[config.mk]
export PLATFORM = sky130hd
export DESIGN_NAME = iseq_dispatcher
export DESIGN_NICKNAME = d
export VERILOG_FILES = /design/src/rtl/iseq_dispatcher.sv
export SDC_FILE = /design/constraint.sdc
export NUM_CORES = 1
export LEC_CHECK = 0
export BUFFER_PORTS_ARGS = -buffer_cell sky130_fd_sc_hd__buf_4
export CAP_MARGIN = 5
export CORE_ASPECT_RATIO = 0.6
export CORE_MARGIN = 3
export CORE_UTILIZATION = 30
export DETAILED_ROUTE_END_ITERATION = 12
export PLACE_DENSITY_LB_ADDON = 0.12
export SETUP_SLACK_MARGIN = 0.4
export SYNTH_ARGS = -nofsm -noshare
export SYNTH_HDL_FRONTEND = slang
export SYNTH_SLANG_ARGS = --single-unit
[constraint.sdc]
create_clock -name clk -period 3.7 [get_ports clk]
set_clock_uncertainty 0.2 [all_clocks]
set_input_delay 0.185 -clock clk [delete_from_list [all_inputs] [get_ports clk]]
set_output_delay 0.185 -clock clk [all_outputs]
set_load 0.01 [all_outputs]
[src/rtl/iseq_dispatcher.sv]
// iseq_dispatcher
//   Sequences 32-bit SoftMC instructions from the instruction FIFO into the
//   DFI instruction decoder. DDR command words are forwarded as one-cycle
//   dec_en pulses. WAIT, BUSDIR and END are executed locally.
//
// Parameters
//   WAIT_WIDTH : width of the WAIT cycle-count field instr[WAIT_WIDTH-1:0]
//   CNT_WIDTH  : width of the saturating issued-command counter
//
// Ports
//   clk, rst   : clock and synchronous active-high reset
//   start      : pulse that begins a sequence (honoured only in IDLE)
//   in_valid / in_instr / in_ready : instruction handshake
//   dec_en / dec_instr : decoder enable pulse and instruction
//   busdir     : DQ bus direction (0 = read, 1 = write)
//   busy       : sequence in progress (RUN or WAIT)
//   done       : one-cycle pulse when the sequence ends
//   cmd_count  : DDR commands issued since the last start (saturating)
//   err        : sticky illegal-opcode flag
//
// Build option
//   ILLEGAL_TRAP_EN : when defined, an illegal opcode aborts the sequence
//                     to DONE; otherwise it only sets err and is skipped.
module iseq_dispatcher #(
  parameter int WAIT_WIDTH = 16,
  parameter int CNT_WIDTH  = 16
) (
  input  logic                 clk,
  input  logic                 rst,
  input  logic                 start,
  input  logic                 in_valid,
  input  logic [31:0]          in_instr,
  output logic                 in_ready,
  output logic                 dec_en,
  output logic [31:0]          dec_instr,
  output logic                 busdir,
  output logic                 busy,
  output logic                 done,
  output logic [CNT_WIDTH-1:0] cmd_count,
  output logic                 err
);

  localparam logic [3:0] OP_DDR    = 4'b0001;
  localparam logic [3:0] OP_WAIT   = 4'b0010;
  localparam logic [3:0] OP_BUSDIR = 4'b0100;
  localparam logic [3:0] OP_END    = 4'b1000;

  localparam logic [1:0] S_IDLE = 2'd0;
  localparam logic [1:0] S_RUN  = 2'd1;
  localparam logic [1:0] S_WAIT = 2'd2;
  localparam logic [1:0] S_DONE = 2'd3;

  localparam logic [CNT_WIDTH-1:0]  CNT_ONE  = CNT_WIDTH'(1);
  localparam logic [CNT_WIDTH-1:0]  CNT_MAX  = {CNT_WIDTH{1'b1}};
  localparam logic [WAIT_WIDTH-1:0] WAIT_ONE = WAIT_WIDTH'(1);
  localparam logic [WAIT_WIDTH-1:0] WAIT_ZERO = {WAIT_WIDTH{1'b0}};

  logic [1:0]            state;
  logic [WAIT_WIDTH-1:0] wait_cnt;

  logic                  accept;
  logic [3:0]            opcode;
  logic [WAIT_WIDTH-1:0] wait_n;

  // in_ready is only ever high in RUN, so accept implies RUN.
  assign accept = in_valid && in_ready;
  assign opcode = in_instr[31:28];
  assign wait_n = in_instr[WAIT_WIDTH-1:0];

  // Sequencer state machine and all registered outputs.
  always_ff @(posedge clk) begin
    if (rst) begin
      state     <= S_IDLE;
      wait_cnt  <= WAIT_ZERO;
      in_ready  <= 1'b0;
      dec_en    <= 1'b0;
      dec_instr <= 32'h0000_0000;
      busdir    <= 1'b0;
      busy      <= 1'b0;
      done      <= 1'b0;
      cmd_count <= {CNT_WIDTH{1'b0}};
      err       <= 1'b0;
    end else begin
      // Pulse outputs default low every cycle.
      dec_en <= 1'b0;
      done   <= 1'b0;
      case (state)
        S_IDLE: begin
          if (start) begin
            state     <= S_RUN;
            in_ready  <= 1'b1;
            busy      <= 1'b1;
            cmd_count <= {CNT_WIDTH{1'b0}};
            err       <= 1'b0;
          end
        end
        S_RUN: begin
          if (accept) begin
            case (opcode)
              OP_DDR: begin
                dec_en    <= 1'b1;
                dec_instr <= in_instr;
                if (cmd_count != CNT_MAX) begin
                  cmd_count <= cmd_count + CNT_ONE;
                end
              end
              OP_WAIT: begin
                // WAIT 0 is a no-op: stay in RUN with in_ready held high.
                if (wait_n != WAIT_ZERO) begin
                  wait_cnt <= wait_n;
                  state    <= S_WAIT;
                  in_ready <= 1'b0;
                end
              end
              OP_BUSDIR: begin
                busdir <= in_instr[0];
              end
              OP_END: begin
                state    <= S_DONE;
                done     <= 1'b1;
                busy     <= 1'b0;
                in_ready <= 1'b0;
              end
              default: begin
                err <= 1'b1;
`ifdef ILLEGAL_TRAP_EN
                state    <= S_DONE;
                done     <= 1'b1;
                busy     <= 1'b0;
                in_ready <= 1'b0;
`endif
              end
            endcase
          end
        end
        S_WAIT: begin
          // Leaving on count 1 re-opens in_ready exactly N cycles after
          // the WAIT was accepted.
          if (wait_cnt == WAIT_ONE) begin
            wait_cnt <= WAIT_ZERO;
            state    <= S_RUN;
            in_ready <= 1'b1;
          end else begin
            wait_cnt <= wait_cnt - WAIT_ONE;
          end
        end
        S_DONE: begin
          state <= S_IDLE;
        end
        default: begin
          state    <= S_IDLE;
          in_ready <= 1'b0;
          busy     <= 1'b0;
        end
      endcase
    end
  end

endmodule

## After elaboration in Yosys (flattened, before gate mapping)

Index checks and enable logic that the tools add are counted.

- Flip-flop bits (word level): 72
- Bits of input ports: 36
- Output and inout bits: 54
- Logic and storage cells: 81

- Muxes and demuxes: 31
- Equality and inequality tests: 20
- Reductions and logical operators: 16
- Bitwise operators: 2
- Add/subtract/negate cells: 2

Operator list:

| kind | count |
|---|---|
| 16-bit two-way mux | 8 |
| 16-bit one-hot mux with 2 select lines | 2 |
| 16-bit by 1-bit adder with 16-bit output, second input constant | 1 |
| 16-bit by 1-bit == test with 1-bit output, second input constant | 1 |
| 16-bit inequality test, second input constant | 1 |
| 16-bit nonzero test | 1 |
| 16-bit by 1-bit subtractor with 16-bit output, second input constant | 1 |
| 2-bit inequality test, second input constant | 7 |
| 4-bit AND reduction | 3 |
| 1-bit two-way mux | 11 |
| 5-bit AND reduction | 2 |
| 2-bit two-way mux | 4 |
| 2-bit one-hot mux with 4 select lines | 1 |
| 1-bit one-hot mux with 2 select lines | 3 |
| 3-bit AND reduction | 2 |
| 6-bit AND reduction | 1 |
| 2-bit == test, second input constant | 2 |
| 4-bit by 1-bit == test with 1-bit output, second input constant | 1 |
| 4-bit by 2-bit == test with 1-bit output, second input constant | 1 |
| 4-bit by 3-bit == test with 1-bit output, second input constant | 1 |
| 4-bit == test, second input constant | 1 |
| 2-bit by 1-bit inequality test with 1-bit output, second input constant | 2 |
| 2-bit one-hot mux with 2 select lines | 1 |
| 2-bit nonzero test | 2 |
| other kinds (10) | 11 |

## Logic depth before layout (Yosys ltp)

Gate-level depths: netlist of the first run.

- Depth after elaboration: 5
- Depth in mapped cells: 8
- Mapped depth without buffers: 7

## Worst setup path after synthesis of the first run

OpenSTA, ideal clock, no wires.

- Path kind: register -> register
- From: register wait_cnt[1]
- To: register wait_cnt[9]
- Required time: 3368 ps
- Path slack: 1503 ps
- Cell stages (with the launch flop): 9
- Path buffers: 1
- Data arrival time: 1865 ps
- Cell sequence: dfxtp_1 -> inv_1 -> ha_1 -> or4b_1 -> nor4_2 -> nor2_1 -> buf_6 -> a22oi_1 -> o32ai_1

- Word-level cells in the longest chain between the ends: 3
- Elaborated cells on any way between the ends: 4
- Classes of those cells: add/sub (1); eq/ne (1); mux (2)

RTL lines:

| element | line | RTL |
|---|---|---|
| start, declared | 59 | `logic [WAIT_WIDTH-1:0] wait_cnt;` |
| start signal, assigned | 110 | `wait_cnt <= wait_n;` |
| start signal, assigned | 144 | `wait_cnt <= wait_cnt - WAIT_ONE;` |
| 16-bit by 1-bit subtractor with 16-bit output / 16-bit by 1-bit == test with 1-bit output (equally long branches) | 144, 139 |  |
| 16-bit two-way mux * | 139 | `if (wait_cnt == WAIT_ONE) begin` |
| 16-bit one-hot mux with 2 select lines * | 87 | `case (state)` |

Mark *: on every way between the ends. The rest lies on a longest branch, timed or not.
A chain may end at the register's enable or synchronous reset.

## Worst setup path after layout of the first run

- From: input port in_instr[11]
- To: register wait_cnt[15]

- Word-level cells in the longest chain between the ends: 3

RTL lines:

| element | line | RTL |
|---|---|---|
| start, declared | 32 | `input logic [31:0] in_instr,` |
| 16-bit nonzero test | 109 | `if (wait_n != WAIT_ZERO) begin` |
| 2-bit inequality test (no source line) | n/a |  |
| 4-bit AND reduction (no source line) | n/a |  |

No other way between the ends.

==> flow_metrics.tcl, run 1 <==
set metrics [dict create \
    antenna_found_initial 1 \
    slowest_stage "a22o_1" \
    power_density_mw_per_mm2 438 \
    layout_common_cells "buf_4, nand2_1, dfxtp_1" \
    cp_slowest_stage_delay_ns 0.77 \
    drt_wl_total_um 11500 \
    worst_pin_slew_ns 1.02 \
    clk-insertion-delay-late_ns 0.33 \
    synth-main-ff-cell "dfxtp_1" \
    rr_endpoint "cmd_count[14]" \
    critPathArrivalTime_ns 2.77 \
    gr-total-overflow 0 \
    final.min_clock_period_ns 2.74 \
    synth_seq_cells 72 \
    p_switching_mw 0.601 \
    finalSetupViolCount 0 \
    ys_seq_area_share_pct 41.0 \
    syn_area_mm2 0.00352 \
    routabilityCongestion 0.892 \
    cp_common_cell "buf_4" \
    fin_util_pct 44.5 \
    clk_pin_slew_ns 0.06 \
    cts_resized 0 \
    htreeDepth 3 \
    dpl.hpwl_um 7980 \
    wl_per_cell_um 16.5 \
    portBuffers 89 \
    row_count 29 \
    layout_commonest_cell "buf_4" \
    preCtsSetupSlack_ns 1.06 \
    fp.dieW_um 146 \
    max_freq_mhz 366 \
    swShare_pct 28.1 \
    vias_per_cell 5.06 \
    cts_buffer_depth 2 \
    synth_edf_count 0 \
    drtIter0Drc 249 \
    drc_errors 0 \
    rrSetupSlack_ns 1.08 \
    r2r_start "cmd_count[0]" \
    numCtsBuffers 9 \
    worst-path-max-fanout 25 \
    drive_gt1_share_pct 22.3 \
    synth_cells 437 \
    worst-path-buf-inv 3 \
    vias 3533 \
    grt_pass1_vias 3466 \
    cp_data_required_time_ns 3.74 \
    diodes 0 \
    slew_headroom_pct 31.6 \
    p_seq_share_pct 38.4 \
    ir_drop_uv 243 \
    rsz0062_at_grt "false" \
    min_from "in_instr[29]" \
    maxCapViolations 0 \
    hold_buffers 28 \
    clock-sinks 72 \
    synthArstFlopShare_pct 0 \
    cp-end-kind "register" \
    fin_crit_sh_pct 73.9 \
    hold_depth 4 \
    tns_ns 0 \
    startpoint_type "input port" \
    dieHeight_um 89.9 \
    synthesis.nets 476 \
    post_cts_buffers 0 \
    crit_family "compound AO/OA/AOI/OAI gates" \
    fillCellCount 1103 \
    die_area_mm2 0.0131 \
    ant_nets 0 \
    cts_tree "built" \
    critical_path_class "in2reg" \
    start_util_pct 32.0 \
    worst_hold_path_type "in2reg" \
    drv_slew 0 \
    timing.final.ws_setup_ns 0.965 \
    power_frac_clock_pct 43.8 \
    grt_pass1_wl_um 18900 \
    drtPass1Iterations 4 \
    intPower_mw 1.54 \
    grt_usage_pct 17.7 \
    cts_root_buffer "clkbuf_16" \
    cp_cell_sequence "dlygate4sd3_1 > buf_4 > nor4_1 > and4_1 > a22o_1 > buf_4 > a21oi_1 > o32ai_1" \
    power_frac_comb_pct 17.8 \
    grt_max_degree 72 \
    outcome "complete, no violations" \
    avgSynthCellArea_um2 8.05 \
    hold_violations 0 \
    rr_worst_depth 6 \
    io-pin-count 90 \
    yosysWarnings 0 \
    fin_nets 577 \
    area_delta_synth_final_pct 39.1 \
    core_mm2 0.0110 \
    whs_endpoint "done" \
    p_leak_nw 1.89 \
    synth_cell_types 56 \
]
-- final cells by class --
type,instances,area (um^2),share of cell area (%)
clock buffers,10,229,4.68
clock inverters,6,93.8,1.92
inverters,9,33.8,0.690
multi-input cells,323,1910,39.0
flip-flops and latches,72,1440,29.4
well taps,155,194,3.96
repair buffers,123,997,20.4
-- sequential cells by signal, summed over array words and instances (netlist names) --
signal / count
in_ready: 1
busdir: 1
busy: 1
done: 1
state: 2
cmd_count: 16
err: 1
dec_en: 1
wait_cnt: 16
dec_instr: 32
-- metal layers --
layer	vias to the layer above	part of all wire (%)	track usage, %
li1	1786	-	-
met1	1611	54	27.0
met2	126	39	23.8
met3	8	7.0	5.23
met4	2	0.54	4.42
met5	-	0.16	0
-- metrics by stage --
stage | power, mW | hold slack (ns) | cells | instance area (um^2)
floorplan | 1.06 | 0.121 | 437 | 3520
global placement | 1.18 | 0.235 | 653 | 4280
detailed placement | 1.18 | 0.244 | 653 | 4280
CTS | 2.16 | 0.0277 | 697 | 4890
global route | 2.25 | 0.0526 | 698 | 4900
finish | 2.14 | 0.0475 | 698 | 4900
-- Yosys cell counts (3+ instances only) --
cell,number,area [um^2]
buf_1,3,11.3
nor4_1,16,100
or3_1,6,37.5
and4_1,5,43.8
a32oi_1,5,43.8
nor4b_1,4,35.0
o31ai_1,4,30.0
o211ai_1,3,22.5
nor3_1,13,65.1
nand2_1,72,270
a21oi_1,49,245
xnor2_1,10,87.6
nor3b_1,5,37.5
nor2b_1,3,18.8
inv_1,9,33.8
a211oi_1,4,30.0
dfxtp_1,72,1440
nand4_1,4,25.0
buf_2,3,15.0
and2_1,4,25.0
o32ai_1,8,70.1
nor2_1,35,131
nand2b_1,10,62.6
a211oi_2,4,50.1
or4_1,4,30.0
a22oi_1,5,37.5
ha_1,3,37.5
nand3_1,6,30.0
o21ai_0,9,45.0
xor2_1,3,26.3
clkbuf_1,25,93.8
-- worst max-delay path by stage --
stage	from	to	cells after the start
finish	in_instr[11]	wait_cnt[15]	8
detailed placement	wait_cnt[1]	wait_cnt[9]	7
CTS	wait_cnt[1]	wait_cnt[9]	7
floorplan	wait_cnt[1]	wait_cnt[9]	8
global placement	cmd_count[0]	cmd_count[14]	6
global route	in_instr[0]	wait_cnt[15]	8
-- power by group through the flow --
stage	sequential [mW]	combinational, mW	clock [mW]
after floorplan	0.828	0.231	0
after global placement	0.838	0.346	0
after detailed placement	0.838	0.346	0
after CTS	0.821	0.374	0.970
after global routing	0.825	0.424	0.998
final	0.822	0.382	0.939
-- cells by family (layout without fill, tap and decap cells) --
group                      Yosys count  in the layout  share of synthesized area (%)
muxes                                2              2                          0.604
DFF                                 72             72                           41.0
and+or+nand+nor                    200            200                           29.4
adders and majority gates            3              3                           1.07
xor gates and xnor gates            13             13                           3.24
AOI/OAI and AO/OA                  105            105                           19.9
buffers and inverters               42            148                           4.91
-- worst register-to-register path, delay by kind of cell (launching register included) --
| kind | cells | cell delay [ns] |
|---|---|---|
| AO/OA/AOI/OAI | 1 | 0.28 |
| adder cells (fa/ha/maj) | 1 | 0.23 |
| flip-flops | 1 | 0.46 |
| multiplexers | 1 | 0.36 |
| AND/OR/NAND/NOR | 3 | 0.99 |
(Power assumes the default switching activity.)
==> run 2: changes to the inputs <==
==> constraint.sdc (replaced) <==
create_clock -name clk -period 2.7 [get_ports clk]
set_clock_uncertainty 0.2 [all_clocks]
set_input_delay 0.135 -clock clk [delete_from_list [all_inputs] [get_ports clk]]
set_output_delay 0.135 -clock clk [all_outputs]
set_load 0.01 [all_outputs]
==> flow_metrics.tcl, run 2 (synthesized netlist as in run 1, its figures left out) <==
set metrics [dict create \
    grt_max_degree 71 \
    start_util_pct 32.0 \
    outcome "complete, no violations" \
    setup.worst_path.start "wait_cnt[1]" \
    p_leak_nw 1.96 \
    place_area_mm2 0.00434 \
    finalSetupViolCount 0 \
    seq_area_mm2 0.00145 \
    drtPass1Iterations 5 \
    reg_top3 "dec_instr: 32 flops, cmd_count: 16 flops, wait_cnt: 16 flops" \
    fillCellCount 1088 \
    clk_pin_slew_ns 0.06 \
    grt_pass1_vias 3265 \
    die_area_mm2 0.0131 \
    grt_usage_pct 17.3 \
    gr-total-overflow 0 \
    clock-sinks 72 \
    hold_violations 0 \
    r2r_start "wait_cnt[1]" \
    critPathArrivalTime_ns 2.28 \
    maxCapViolations 0 \
    startpoint_type "register" \
    fin_crit_sh_pct 85.0 \
    row_count 29 \
    fin_nets 591 \
    wl_per_cell_um 16.6 \
    worst_pin_slew_ns 0.717 \
    cp-end-kind "register" \
    routabilityCongestion 0.880 \
    cp_data_required_time_ns 2.69 \
    drive_gt1_share_pct 26.9 \
    ir_drop_uv 322 \
    tns_ns 0 \
    grt_pass1_wl_um 18400 \
    layout_common_cells "buf_4, nand2_1, dfxtp_1" \
    cts_buffer_depth 2 \
    area_delta_synth_final_pct 43.7 \
    diodes 0 \
    power_density_mw_per_mm2 578 \
    final_area_mm2 0.00506 \
    p_total_mw 2.92 \
    portBuffers 89 \
    ant_nets 0 \
    antenna_found_initial 0 \
    dpl.hpwl_um 8110 \
    drtIter0Drc 346 \
    clk-insertion-delay-late_ns 0.33 \
    io-pin-count 90 \
    dieHeight_um 89.9 \
    fp.dieW_um 146 \
    drt_wl_total_um 11800 \
    max_freq_mhz 436 \
    worst_hold_path_type "in2reg" \
    timing.final.ws_setup_ns 0.406 \
    vias_per_cell 5.13 \
    worst-path-max-fanout 9 \
    layout_commonest_cell "buf_4" \
    final.min_clock_period_ns 2.29 \
    preCtsSetupSlack_ns 0.212 \
    min_from "in_instr[29]" \
    fin_util_pct 46.0 \
    drc_errors 0 \
    top_register "dec_instr" \
    slew_headroom_pct 51.7 \
    critical_path_class "reg2reg" \
    htreeDepth 3 \
    drv_slew 0 \
    cts_tree "built" \
    largest_reg_flops 32 \
    core_mm2 0.0110 \
    numCtsBuffers 9 \
    multi_input_area_mm2 0.00198 \
    rsz0062_at_grt "true" \
    cts_root_buffer "clkbuf_16" \
    vias 3649 \
]
-- run 2: cell count changes in the layout (fill, tap and decap cells not counted), moves of 2 or more --
cell           previous run  this run
dfxtp_2                   0         3
a21oi_2                   0         3
buf_4                    94       106
dfxtp_1                  72        69
o21ai_1                   0         2
a21oi_1                  49        46
dlygate4sd3_1            28        30
o21ai_0                   9         7
-- run 2: cell type report --
| class | count | area share, % |
|---|---|---|
| clock buffer | 9 | 4.45 |
| clock inverter | 7 | 1.58 |
| inverter | 9 | 0.668 |
| multi-input combinational | 324 | 39.2 |
| sequential | 72 | 28.6 |
| tap | 155 | 3.83 |
| timing repair buffer | 136 | 21.7 |
-- run 2: stage by stage --
stage	cells	hold slack, ns
2_1_floorplan	437	0.0710
3_5_place_dp	661	0.196
4_1_cts	708	0.0234
6_report	712	0.0377
5_1_grt	712	0.0644
3_3_place_gp	661	0.186
-- run 2: final timing paths --
kind	endpoint	slack [ns]	cells past startpoint
max	wait_cnt[2]	0.41	8
min reg2reg	dec_instr[6]	0.25	2
min	busdir	0.04	5
max reg2reg	wait_cnt[2]	0.41	8
-- run 2: timing repair --
action,CTS,global route
endpoints found under the setup margin,16,23
buffers inserted,0,3
pin swaps,1,7
gates resized for setup,4,20
gates cloned,1,1
hold buffers,30,0
endpoints found under the hold margin,33,0
-- run 2: power breakdown --
part	internal (mW)	total, mW	leakage, nW	switching, mW
Sequential	1.09	1.12	0.583	0.0316
Combinational	0.238	0.587	1.23	0.349
Clock	0.726	1.21	0.148	0.488
Total	2.06	2.92	1.96	0.868
-- run 2: per-layer routing --
metal / vias to the layer above / track usage, % / routed length (um)
met1: 1662 / 26.9 / 6010
met3: 13 / 5.33 / 1070
met5: - / 0 / 0
met4: 0 / 4.19 / 125
li1: 1817 / - / -
met2: 157 / 22.7 / 4620
-- run 2: worst max-delay path, stage by stage, from the launching register on --
cell,delay [ns]
dfxtp_2,0.33
inv_2,0.06
ha_1,0.14
or4b_4,0.49
nor4_4,0.35
buf_4,0.20
nor2_4,0.08
a32oi_1,0.22
o31ai_1,0.09
==> run 3: changes to the inputs <==
==> constraint.sdc (replaced) <==
create_clock -name clk -period 2 [get_ports clk]
set_clock_uncertainty 0.2 [all_clocks]
set_input_delay 0.1 -clock clk [delete_from_list [all_inputs] [get_ports clk]]
set_output_delay 0.1 -clock clk [all_outputs]
set_load 0.01 [all_outputs]
==> flow_metrics.tcl, run 3 (synthesized netlist as in run 1, its figures left out) <==
set metrics [dict create \
    outcome "finished, violations left" \
    violations "setup timing" \
    fin_crit_sh_pct 110 \
    io-pin-count 90 \
    cp-end-kind "register" \
    finalSetupViolCount 21 \
    layout_commonest_cell "buf_4" \
    drive_gt1_share_pct 54.4 \
    grt_usage_pct 21.4 \
    layout_common_cells "buf_4, dfxtp_1, nand2_1" \
    crit_family "simple AND/OR/NAND/NOR gates" \
    row_count 29 \
    largest_reg_flops 32 \
    slew_headroom_pct 46.0 \
    clock-sinks 72 \
    r2r_start "wait_cnt[4]" \
    rrSetupSlack_ns -0.20 \
    drc_errors 0 \
    routabilityCongestion 0.889 \
    grt_util_met2_pct 29.7 \
    wl_per_cell_um 18.2 \
    grt_pass1_wl_um 22600 \
    drv_slew 0 \
    dieHeight_um 89.9 \
    whs_endpoint "wait_cnt[5]" \
    slowest_stage "or4_4" \
    cts_root_buffer "clkbuf_16" \
    worst_pin_slew_ns 0.803 \
    worst-path-max-fanout 8 \
    max_freq_mhz 455 \
    fp.dieW_um 146 \
    cp_data_required_time_ns 2.00 \
    critical_path_class "reg2reg" \
    drtPass1Iterations 6 \
    reg_top3 "dec_instr: 32 flops, cmd_count: 16 flops, wait_cnt: 16 flops" \
    vias 4126 \
    numCtsBuffers 9 \
    min_from "in_instr[5]" \
    critPathArrivalTime_ns 2.20 \
    cts_tree "built" \
    use_met1_pct 33.2 \
    final_area_mm2 0.00675 \
    clk_pin_slew_ns 0.06 \
    timing.final.ws_setup_ns -0.197 \
    vias_per_cell 5.18 \
    diodes 0 \
    drtIter0Drc 288 \
    grt_pass1_vias 3986 \
    grt_max_degree 39 \
    htreeDepth 3 \
    drt_wl_total_um 14500 \
    area_delta_synth_final_pct 91.6 \
    use_met3_pct 5.03 \
    dpl.hpwl_um 8810 \
    ant_nets 0 \
    rr_endpoint "wait_cnt[5]" \
    die_area_mm2 0.0131 \
    fin_nets 676 \
    start_util_pct 32.0 \
    cp_slowest_stage_delay_ns 0.51 \
    power_density_mw_per_mm2 656 \
    place_area_mm2 0.00492 \
    hold_violations 0 \
    p_leak_nw 2.75 \
    hold_depth 3 \
    p_total_mw 4.43 \
    startpoint_type "register" \
    worst_hold_path_type "in2reg" \
    top_register "dec_instr" \
    final.min_clock_period_ns 2.20 \
    maxCapViolations 0 \
    top_usage_layer "met1" \
    rsz0062_at_grt "true" \
    fin_util_pct 61.4 \
    portBuffers 89 \
    worst-path-buf-inv 2 \
    cp_common_cell "buf_4" \
    core_mm2 0.0110 \
    cts_buffer_depth 2 \
    whs_ns 0.00631 \
    gr-total-overflow 0 \
    antenna_found_initial 0 \
    clk-insertion-delay-late_ns 0.33 \
    ir_drop_uv 580 \
    tns_ns -2.64 \
    rr_worst_depth 7 \
    cp_cell_sequence "or4_4 > nor4_4 > buf_4 > nor2_4 > buf_4 > a32oi_2 > o32ai_2" \
]
-- run 3: cell count changes in the layout (fill, tap and decap cells not counted), sizes merged --
| cell | delta |
|---|---|
| inv | +2 |
| clkinv | -2 |
| buf | +85 |
| nor2 | -1 |
| clkinvlp | -1 |
| clkbuf | +2 |
-- run 3: stage by stage --
step                setup slack, ns  std cells
floorplan                   -0.0329        437
global placement             -0.135        711
detailed placement           -0.176        711
CTS                          -0.111        787
global route                 -0.264        797
finish                       -0.197        797
-- run 3: tightest hold or removal path, cell delays in order --
cell     delay, ns
buf_4         0.13
a32oi_2       0.06
o32ai_2       0.20
-- run 3: worst max path at each step --
stage	slack [ns]	from	cells after the start	endpoint
final	-0.20	wait_cnt[4]	7	wait_cnt[5]
after global routing	-0.26	wait_cnt[1]	9	wait_cnt[1]
after CTS	-0.11	wait_cnt[1]	9	wait_cnt[5]
after detailed placement	-0.18	wait_cnt[1]	8	wait_cnt[15]
after global placement	-0.13	wait_cnt[0]	5	wait_cnt[11]
after floorplan	-0.03	wait_cnt[6]	6	wait_cnt[6]
-- run 3: final cells by class --
type	instances	area (um^2)
fill	945	4250
multi-input combinational	323	2660
timing repair buffer	222	2090
sequential	72	1480
clock buffer	10	229
tap	155	194
clock inverter	6	65.1
inverter	9	33.8
-- run 3: where the power goes --
part,internal [mW],switching [mW]
registers,1.47,0.0424
clock network,0.975,0.666
logic,0.640,0.634
total,3.09,1.34
-- run 3: repair_timing --
action,CTS,global route
buffers inserted,24,8
gates resized for setup,121,73
gates cloned,7,1
endpoints found under the hold margin,44,1
setup endpoints to repair,69,70
hold buffers,29,1
pin swaps,59,64
-- run 3: per-layer routing --
metal	part of all wire (%)	up-vias
met4	0.66	0
li1	-	2001
met5	0	-
met3	7.3	9
met1	50	1982
met2	42	134
